<file path="src/rtl/bus_arbiter_if.sv">
// Bus arbitration signal bundle shared between the masters and the central arbiter.
// The master modport is the requesting side; the slave modport is the arbiter itself.
interface bus_arbiter_if #(
  parameter int N_MASTERS = 3
);
  logic [N_MASTERS-1:0] HREQ;
  logic [N_MASTERS-1:0] HLOCK;
  logic                 HREADY;
  logic [1:0]           HRESP;
  logic [N_MASTERS-1:0] HSPLIT;
  logic [N_MASTERS-1:0] HGRANT;
  logic [1:0]           HMASTER;
  logic                 HMASTLOCK;
  logic [N_MASTERS-1:0] SPLIT_MASK;
  logic                 BUS_BUSY;

  modport master (
    output HREQ, HLOCK, HREADY, HRESP, HSPLIT,
    input  HGRANT, HMASTER, HMASTLOCK, SPLIT_MASK, BUS_BUSY
  );

  modport slave (
    input  HREQ, HLOCK, HREADY, HRESP, HSPLIT,
    output HGRANT, HMASTER, HMASTLOCK, SPLIT_MASK, BUS_BUSY
  );
endinterface

</file>
<file path="src/rtl/bus_arbiter.sv">
// Round-robin bus arbiter with lock hold, SPLIT parking and tenure pre-emption.
// Every output comes straight from a flop; re-arbitration happens on the releasing edge.
module bus_arbiter #(
  parameter int N_MASTERS  = 3,
  parameter int TENURE_MAX = 16
) (
  input  logic          CLK,
  input  logic          RST_N,
  bus_arbiter_if.slave  bus
);
  typedef enum logic {IDLE = 1'b0, OWN = 1'b1} state_t;

  localparam logic [7:0] TEN_LIM = (TENURE_MAX == 0) ? 8'd0 : 8'(TENURE_MAX - 1);
  localparam logic [N_MASTERS-1:0] ONE_HOT0 = {{(N_MASTERS-1){1'b0}}, 1'b1};

  // First set bit of el scanning from start upward, wrapping; returns {found, index}.
  function automatic logic [2:0] pick(input logic [N_MASTERS-1:0] el, input logic [1:0] start);
    logic [2:0] res;
    res = 3'b000;
    for (int k = N_MASTERS - 1; k >= 0; k--) begin
      if (el[(int'(start) + k) % N_MASTERS]) begin
        res = {1'b1, 2'((int'(start) + k) % N_MASTERS)};
      end
    end
    return res;
  endfunction

  state_t               state_q, state_d;
  logic [N_MASTERS-1:0] grant_q, grant_d;
  logic [N_MASTERS-1:0] mask_q, mask_d;
  logic [1:0]           hmaster_q, hmaster_d;
  logic [1:0]           ptr_q, ptr_d;
  logic [7:0]           ten_q, ten_d;
  logic                 mastlock_q, mastlock_d;
  logic                 busy_q, busy_d;

  logic [N_MASTERS-1:0] elig_s, own_bit_s, excl_s, cand_s;
  logic [2:0]           pick_s;
  logic                 own_s, split_ev_s, rel_a_s, rel_b_s, arb_s, own_lock_s;

  assign own_s      = (state_q == OWN);
  assign own_bit_s  = ONE_HOT0 << hmaster_q;
  assign own_lock_s = bus.HLOCK[hmaster_q];
  assign elig_s     = bus.HREQ & ~mask_q;
  assign split_ev_s = own_s && !bus.HREADY && (bus.HRESP == 2'b11);
  assign rel_a_s    = !bus.HREQ[hmaster_q] && !own_lock_s;
  assign rel_b_s    = (TENURE_MAX != 0) && (ten_q >= TEN_LIM) && !own_lock_s;
  // A pre-empted or split owner must not win the arbitration that removes it.
  assign excl_s     = (split_ev_s || (own_s && bus.HREADY && rel_b_s)) ? own_bit_s : '0;
  assign cand_s     = elig_s & ~excl_s;
  assign pick_s     = pick(cand_s, ptr_q);
  assign arb_s      = !own_s || split_ev_s || (bus.HREADY && (rel_a_s || rel_b_s));

  // Next-state computation for the arbitration FSM and its registered outputs.
  always_comb begin
    state_d    = state_q;
    grant_d    = grant_q;
    hmaster_d  = hmaster_q;
    ptr_d      = ptr_q;
    ten_d      = ten_q;
    mastlock_d = mastlock_q;
    // A set from a SPLIT response overrides a same-cycle release pulse.
    mask_d     = (mask_q & ~bus.HSPLIT) | (split_ev_s ? own_bit_s : '0);
    if (arb_s) begin
      if (pick_s[2]) begin
        state_d    = OWN;
        grant_d    = ONE_HOT0 << pick_s[1:0];
        hmaster_d  = pick_s[1:0];
        ten_d      = 8'd0;
        ptr_d      = (int'(pick_s[1:0]) == N_MASTERS - 1) ? 2'd0 : pick_s[1:0] + 2'd1;
        mastlock_d = bus.HLOCK[pick_s[1:0]];
      end else begin
        state_d    = IDLE;
        grant_d    = '0;
        ten_d      = 8'd0;
        mastlock_d = 1'b0;
      end
    end else begin
      mastlock_d = own_lock_s;
      if (!own_lock_s && |(elig_s & ~own_bit_s)) begin
        ten_d = (ten_q == 8'hFF) ? ten_q : ten_q + 8'd1;
      end else begin
        ten_d = 8'd0;
      end
    end
    busy_d = (state_d == OWN);
  end

  // State and output registers, cleared asynchronously.
  always_ff @(posedge CLK or negedge RST_N) begin
    if (!RST_N) begin
      state_q    <= IDLE;
      grant_q    <= '0;
      mask_q     <= '0;
      hmaster_q  <= 2'd0;
      ptr_q      <= 2'd0;
      ten_q      <= 8'd0;
      mastlock_q <= 1'b0;
      busy_q     <= 1'b0;
    end else begin
      state_q    <= state_d;
      grant_q    <= grant_d;
      mask_q     <= mask_d;
      hmaster_q  <= hmaster_d;
      ptr_q      <= ptr_d;
      ten_q      <= ten_d;
      mastlock_q <= mastlock_d;
      busy_q     <= busy_d;
    end
  end

  assign bus.HGRANT     = grant_q;
  assign bus.HMASTER    = hmaster_q;
  assign bus.HMASTLOCK  = mastlock_q;
  assign bus.SPLIT_MASK = mask_q;
  assign bus.BUS_BUSY   = busy_q;
endmodule

</file>
<file path="src/flat_wrapper.sv">
// flat-port wrapper written by rule: the top's interface ports become plain ports
module bus_arbiter_flat 
#(
  parameter int N_MASTERS  = 3,
  parameter int TENURE_MAX = 16
)
  (CLK, RST_N, bus_HREQ, bus_HLOCK, bus_HREADY, bus_HRESP, bus_HSPLIT, bus_HGRANT, bus_HMASTER, bus_HMASTLOCK, bus_SPLIT_MASK, bus_BUS_BUSY);
  bus_arbiter_if #(.N_MASTERS(N_MASTERS)) bus_i ();
  input  logic CLK;
  input  logic RST_N;
  input wire logic [$bits(bus_i.HREQ)-1:0] bus_HREQ;
  input wire logic [$bits(bus_i.HLOCK)-1:0] bus_HLOCK;
  input wire logic [$bits(bus_i.HREADY)-1:0] bus_HREADY;
  input wire logic [$bits(bus_i.HRESP)-1:0] bus_HRESP;
  input wire logic [$bits(bus_i.HSPLIT)-1:0] bus_HSPLIT;
  output wire logic [$bits(bus_i.HGRANT)-1:0] bus_HGRANT;
  output wire logic [$bits(bus_i.HMASTER)-1:0] bus_HMASTER;
  output wire logic [$bits(bus_i.HMASTLOCK)-1:0] bus_HMASTLOCK;
  output wire logic [$bits(bus_i.SPLIT_MASK)-1:0] bus_SPLIT_MASK;
  output wire logic [$bits(bus_i.BUS_BUSY)-1:0] bus_BUS_BUSY;
  assign bus_i.HREQ = bus_HREQ;
  assign bus_i.HLOCK = bus_HLOCK;
  assign bus_i.HREADY = bus_HREADY;
  assign bus_i.HRESP = bus_HRESP;
  assign bus_i.HSPLIT = bus_HSPLIT;
  assign bus_HGRANT = bus_i.HGRANT;
  assign bus_HMASTER = bus_i.HMASTER;
  assign bus_HMASTLOCK = bus_i.HMASTLOCK;
  assign bus_SPLIT_MASK = bus_i.SPLIT_MASK;
  assign bus_BUS_BUSY = bus_i.BUS_BUSY;
  bus_arbiter #(.N_MASTERS(N_MASTERS), .TENURE_MAX(TENURE_MAX)) u_core (.CLK(CLK), .RST_N(RST_N), .bus(bus_i));
endmodule
</file>
<file path="config.mk">
export PLATFORM = sky130hd
export DESIGN_NAME = bus_arbiter_flat
export DESIGN_NICKNAME = d
export VERILOG_FILES = /design/src/rtl/bus_arbiter_if.sv /design/src/rtl/bus_arbiter.sv /design/src/flat_wrapper.sv
export SDC_FILE = /design/constraint.sdc
export NUM_CORES = 1
export LEC_CHECK = 0
export ABC_AREA = 1
export CELL_PAD_IN_SITES_DETAIL_PLACEMENT = 1
export CELL_PAD_IN_SITES_GLOBAL_PLACEMENT = 2
export CORE_MARGIN = 1.5
export CORE_UTILIZATION = 29
export DETAILED_ROUTE_END_ITERATION = 8
export PLACE_DENSITY = 0.83
export SYNTH_ARGS = -nofsm -noshare
export SYNTH_HDL_FRONTEND = slang
export SYNTH_SLANG_ARGS = --single-unit
</file>
<file path="constraint.sdc">
create_clock -name CLK -period 2.4 [get_ports CLK]
set_input_delay 0.48 -clock CLK [delete_from_list [all_inputs] [get_ports CLK]]
set_output_delay 0.48 -clock CLK [all_outputs]
set_load 0.1 [all_outputs]
</file>
Word level (Yosys, flattened, before mapping)
Index checks and enable logic that the tools add are counted.
Storage, ports and cells
  flip-flop bits (word level): 20
  bits of input ports: 14
  output and inout bits: 10
  logic and storage cells: 81
Operators by class
  add/subtract/negate cells: 4
  div/mod/pow operators: 3
  order comparisons: 6
  equal/unequal tests: 4
  shift-type cells: 2
  multiplexer cells: 28
  bitwise gates (word level): 9
  reductions and logical operators: 18
Operator list (count)
  < comparator 32 x 4 -> 1 bit, second input constant: 3
  remainder unit 32 x 3 -> 32 bit, second input constant: 2
  remainder unit 3 x 3 -> 32 bit, second input constant: 1
  2-to-1 mux 8 bit: 3
  2-to-1 mux 3 bit: 6
  AND 3 bit: 4
  binary-select mux 1 bit (select 2 bit): 6
  2-to-1 mux 1 bit: 12
  inverter 3 bit: 4
  adder 8 x 1 -> 8 bit, second input constant: 1
  == test 8 bit, second input constant: 1
  >= comparator 8 x 4 -> 1 bit, second input constant: 1
  logical AND 1 bit: 8
  < comparator 2 x 3 -> 1 bit, second input constant: 2
  left shift 1 x 2 -> 3 bit, first input constant: 2
  == test 2 bit, second input constant: 2
  logical NOT 1 bit: 4
  logical OR 1 bit: 4
  adder 2 x 1 -> 3 bit, second input constant: 1
  adder 2 x 2 -> 3 bit, second input constant: 1
  != test 3 x 2 -> 1 bit, second input constant: 1
  bitwise OR 3 bit: 1
  OR reduction 3 bit: 1
  adder 2 x 1 -> 2 bit, second input constant: 1
  2 further kinds: 2

Depth between registers and ports, before layout
  depth in word-level cells: 19
  gate-level depth with buffers: 16
  mapped depth without buffers: 16

Least setup slack after synthesis
No wires, ideal clock.
  path type: flip-flop to flip-flop
  from: register u_core.hmaster_q[1] (netlist: u_core.bus.HMASTER[1])
  to: register u_core.mastlock_q (netlist: u_core.bus.HMASTLOCK)
  setup time: 0.123 ns
  data arrival time: 2.287 ns
  data required time: 2.277 ns
  path slack: -0.009 ns
  stages on the path, launching flop included: 16
  path buffers: 0
  period minus slack after synthesis: 2.409 ns
  cells stage by stage: dfrtp_1 > inv_2 > nand3_1 > nand2_1 > nor2_4 > nand3_4 > nand3_2 > nand2_2 > nand2_1 > nand3_2 > nor2_2 > nand2_2 > nand2_4 > nor2_2 > nand3_2 > nand3_2
On the way
  cells in the longest elaborated chain, start to end: 19
  elaborated cells on any way between the ends: 33
  those cells by class: shift: 1; mux: 21; bitwise: 2; reduce/logical: 9
RTL lines
  start, declared: line bus_arbiter.sv:31  | logic [1:0] hmaster_q, hmaster_d;
  start signal, assigned: line bus_arbiter.sv:104  | hmaster_q <= hmaster_d;
  binary-select mux 1 bit (select 2 bit): line bus_arbiter.sv:43  | assign own_lock_s = bus.HLOCK[hmaster_q];
  2-to-1 mux 1 bit (implied by the code): line bus_arbiter.sv:43
  logical NOT 1 bit: line bus_arbiter.sv:46, bus_arbiter.sv:47
  logical AND 1 bit: line bus_arbiter.sv:47  | assign rel_b_s = (TENURE_MAX != 0) && (ten_q >= TEN_LIM) && !own_lock_s;
  logical AND 1 bit: line bus_arbiter.sv:49  | assign excl_s = (split_ev_s || (own_s && bus.HREADY && rel_b_s)) ? own_bit_s : '0;
  logical OR 1 bit: line bus_arbiter.sv:49
  2-to-1 mux 3 bit: line bus_arbiter.sv:49
  inverter 3 bit: line bus_arbiter.sv:50  | assign cand_s = elig_s & ~excl_s;
  AND 3 bit: line bus_arbiter.sv:50
  binary-select mux 1 bit (select 2 bit): line bus_arbiter.sv:21  | if (el[(int'(start) + k) % N_MASTERS]) begin
  2-to-1 mux 1 bit (implied by the code) (2 in series): line bus_arbiter.sv:21
  2-to-1 mux 3 bit (3 in series): line bus_arbiter.sv:21
  binary-select mux 1 bit (select 2 bit): line bus_arbiter.sv:71  | mastlock_d = bus.HLOCK[pick_s[1:0]];
  2-to-1 mux 1 bit (implied by the code): line bus_arbiter.sv:71
  2-to-1 mux 1 bit: line bus_arbiter.sv:65  | if (pick_s[2]) begin
  2-to-1 mux 1 bit (*): line bus_arbiter.sv:64  | if (arb_s) begin
  net u_core.mastlock_d: line bus_arbiter.sv:34  | logic mastlock_q, mastlock_d;
  end signal, assigned: line bus_arbiter.sv:107  | mastlock_q <= mastlock_d;
  end, declared: line bus_arbiter.sv:34
Mark *: on every way through the listed nets, which the timed path passes. The rest lies on a longest branch. The select of a mux whose other input is x is not followed.
A chain may end at the register's enable or synchronous reset.

Final worst setup path
  from: register u_core.ten_q[0]
  to: register u_core.mastlock_q (netlist: u_core.bus.HMASTLOCK)
On the way
  cells in the longest elaborated chain, start to end: 17
  elaborated cells on any way between the ends: 26
  those cells by class: order compare: 1; mux: 17; bitwise: 2; reduce/logical: 6
RTL lines
  start, declared: line bus_arbiter.sv:33  | logic [7:0] ten_q, ten_d;
  start signal, assigned: line bus_arbiter.sv:106  | ten_q <= ten_d;
  >= comparator 8 x 4 -> 1 bit (*): line bus_arbiter.sv:47
  logical AND 1 bit (*): line bus_arbiter.sv:47
  logical AND 1 bit: line bus_arbiter.sv:49
  logical OR 1 bit: line bus_arbiter.sv:49
  2-to-1 mux 3 bit: line bus_arbiter.sv:49
  inverter 3 bit: line bus_arbiter.sv:50
  AND 3 bit: line bus_arbiter.sv:50
  binary-select mux 1 bit (select 2 bit): line bus_arbiter.sv:21
  2-to-1 mux 1 bit (implied by the code) (2 in series): line bus_arbiter.sv:21
  2-to-1 mux 3 bit (3 in series): line bus_arbiter.sv:21
  binary-select mux 1 bit (select 2 bit): line bus_arbiter.sv:71
  2-to-1 mux 1 bit (implied by the code): line bus_arbiter.sv:71
  2-to-1 mux 1 bit: line bus_arbiter.sv:65
  2-to-1 mux 1 bit (*): line bus_arbiter.sv:64
  net u_core.mastlock_d: line bus_arbiter.sv:34
Marked as above.

==> metrics.csv <==
stage;metric;value;unit
sta;slew_headroom;0.796;
worst_setup_path;cp.arrival;2.38;ns
die;top_level_ports;24;
synthesis;syn-num-nets;192;
sta;hold_viol;0;
drt;drcViolationCount;0;
die;rows;24;
worst_setup_path;worst_setup_path_end_kind;register;
die;coreArea;4380;sq um
sta;max_freq;0.460;GHz
drt;vias;1256;
sta;min_period_over_period;0.906;
drt;drtIter0Drc;22;
clock_network;cts_sinks;20;
clock_network;ctsHoldBuffers;0;
global_route;antenna_found_initial;0;
placed_design;gp_congestion;0.800;
synthesis;synthTopCellsByArea;dfrtp_1, nand2_1, inv_1, nand3_1, nand3_2;
die;start_util;0.304;
synthesis;synth_top_area_share;0.375;
power_and_ir_drop;p_leak;0.832;nW
layout;fillers;557;
layout;final_cells;257;
sta;final.setup.tns;0;ns
synthesis;synthesis.area;1330;sq um
synthesis;synth_top_cell_by_area;dfrtp_1;
layout;drive_gt1_frac;0.259;
drt;via_per_inst;4.89;
run;maxCapViolations;0;
layout;layout_common_cells;nand2_1, inv_1, dfrtp_1, nand3_1, nor2_1;
layout;seq_area;502;sq um
clock_network;cts_buffer_depth;2;
sta;maxSlewViolCount;0;
synthesis;yosys_warnings;0;
clock_network;ctsResizeCount;0;
worst_setup_path;cp_max_fo;6;
layout;post-route-util;0.388;
global_route;grt_pass1_vias;1376;
sta;setup_viol;0;
power_and_ir_drop;powerDensity;1470;nW/um^2
synthesis;synth_cells;175;
sta;worst_pin_slew;0.304;ns
placed_design;dp_hpwl;2920;microns
clock_network;cts_max_level;1;
drt;wl;3560;microns
sta;finClkSkew;0.00176;ns
worst_setup_path;required;2.61;ns
global_route;grtUsageTotal;0.155;
drt;ant_nets;0;
clock_network;cts-root-buf;clkbuf_8;
worst_setup_path;crit_path_start_kind;register;
layout;syn_to_final_growth;27.4;%
layout;num_antenna_cells;0;
drt;wl_per_cell;13.9;microns
synthesis;ys_seq_area_frac;0.375;
clock_network;cts_made_buffers;3;
clock_network;cts_tree;built;
sta;rsz0062_at_grt;false;
die;dieWidth;70.8;microns
layout;multi_input_area;721;sq um
drt;first_pass_iters;4;
global_route;grt_max_degree;21;
placed_design;io_buffers;23;
die;dieArea;5010;sq um
synthesis;syn_area_per_cell;7.62;sq um
clock_network;clk_latency;0.27;ns
outcome;status;finished, final reports clean;
global_route;grt_pass1_wl;6230;microns
clock_network;path_clk_slew;0.08;ns
sta;fin_crit;2.17;ns
placed_design;dp.cells;253;
worst_setup_path;crit_type;register to register;
synthesis;ys_ff_latch;20;
die;die_height;70.8;microns
synthesis;ys_types;27;
min_path;hold_path.class;register to register;
power_and_ir_drop;ir_drop;573;uV
clock_network;post-cts-setup-buffers;0;
layout;layout_commonest_cell;nand2_1;
global_route;gr-total-overflow;0;
layout;final_nets;223;
==> power by group <==
part | leakage (nW) | switching (W) | internal, W | total, W
registers | 0.261 | 0.0000780 | 0.000434 | 0.000512
logic | 0.535 | 0.00119 | 0.000444 | 0.00163
clock network | 0.0357 | 0.000126 | 0.000223 | 0.000349
total | 0.832 | 0.00139 | 0.00110 | 0.00249
==> sequential cells by signal, summed over array words and instances, names as in the netlist <==
| name | flops |
|---|---|
| u_core.ten_q | 8 |
| u_core.bus.HGRANT | 3 |
| u_core.bus.SPLIT_MASK | 3 |
| u_core.bus.HMASTER | 2 |
| u_core.ptr_q | 2 |
| u_core.bus.HMASTLOCK | 1 |
| u_core.own_s | 1 |
==> metal layers <==
layer	GRT usage	up-vias	share of wire	routed length [microns]
met5	0	-	0	0
met4	0.0503	0	0.015	55
met3	0.0313	5	0.042	150
met2	0.260	27	0.46	1620
met1	0.202	597	0.49	1730
li1	-	627	-	-
==> critical path: stages, from the launching register on <==
cell     delay, ns
dfrtp_1       0.40
ha_1          0.25
nand3_1       0.11
nand4_1       0.18
nand3_4       0.16
nand3_2       0.11
nand3_1       0.12
nand3_1       0.11
nand2_1       0.08
inv_1         0.06
nand2_2       0.09
nand2_4       0.08
nor2_2        0.17
nand3_2       0.11
nand3_2       0.08
==> cell type report <==
class                   count  area share
inverters                  30      0.0663
well taps                  52      0.0383
clock buffers               3      0.0243
repair buffers             26       0.134
multi-input cells         125       0.424
clock inverters             1      0.0177
flip-flops and latches     20       0.295
==> cells in the mapped netlist <==
cell	instances
o22ai_1	4
nand3_4	1
and3_1	1
a211oi_2	2
nand3_1	18
nand2_2	6
nor2_4	2
a21oi_2	1
nor3b_2	1
and2_1	1
ha_1	3
nand4_2	1
a21boi_2	1
nor2_1	17
a21oi_1	5
nand2_4	1
inv_1	25
nand2_1	36
inv_2	5
nand4_1	2
nor2_2	6
o21ai_1	2
nand3_2	8
o211ai_1	1
nor3_1	3
dfrtp_1	20
o21ai_0	2
==> stage by stage <==
stage / total power [W] / hold WS [ns] / area, sq um / worst slack (ns)
5_1_grt: 0.00268 / 0.545 / 1700 / 0.0245
2_1_floorplan: 0.00176 / 0.184 / 1340 / 0.0355
3_5_place_dp: 0.00216 / 0.489 / 1630 / -0.0129
6_report: 0.00249 / 0.503 / 1700 / 0.225
4_1_cts: 0.00252 / 0.513 / 1700 / 0.210
3_3_place_gp: 0.00212 / 0.468 / 1630 / 0.0638
==> kinds of logic (layout without fill, tap and decap cells) <==
logic type      count (synthesis)  after routing  share of synthesized area
compound gates                 18             18                     0.0919
flops                          20             20                      0.375
buf+inv                        30             60                     0.0844
simple gates                  104            104                      0.420
fa+ha+maj                       3              3                     0.0281
==> worst paths after layout <==
path,startpoint,endpoint,slack (ns),depth (start not counted)
min in group asynchronous,RST_N,u_core.ten_q[1],0.55,2
setup reg to reg,u_core.ten_q[0],u_core.bus.HMASTLOCK,0.23,14
hold reg to reg,u_core.bus.HGRANT[1],u_core.bus.HGRANT[1],0.50,2
setup / recovery,u_core.ten_q[0],u_core.bus.HMASTLOCK,0.23,14
max in group asynchronous,RST_N,u_core.bus.HMASTER[1],1.62,2
hold / removal,u_core.bus.HGRANT[1],u_core.bus.HGRANT[1],0.50,2
Note: power is estimated with default switching activity, not from simulation.
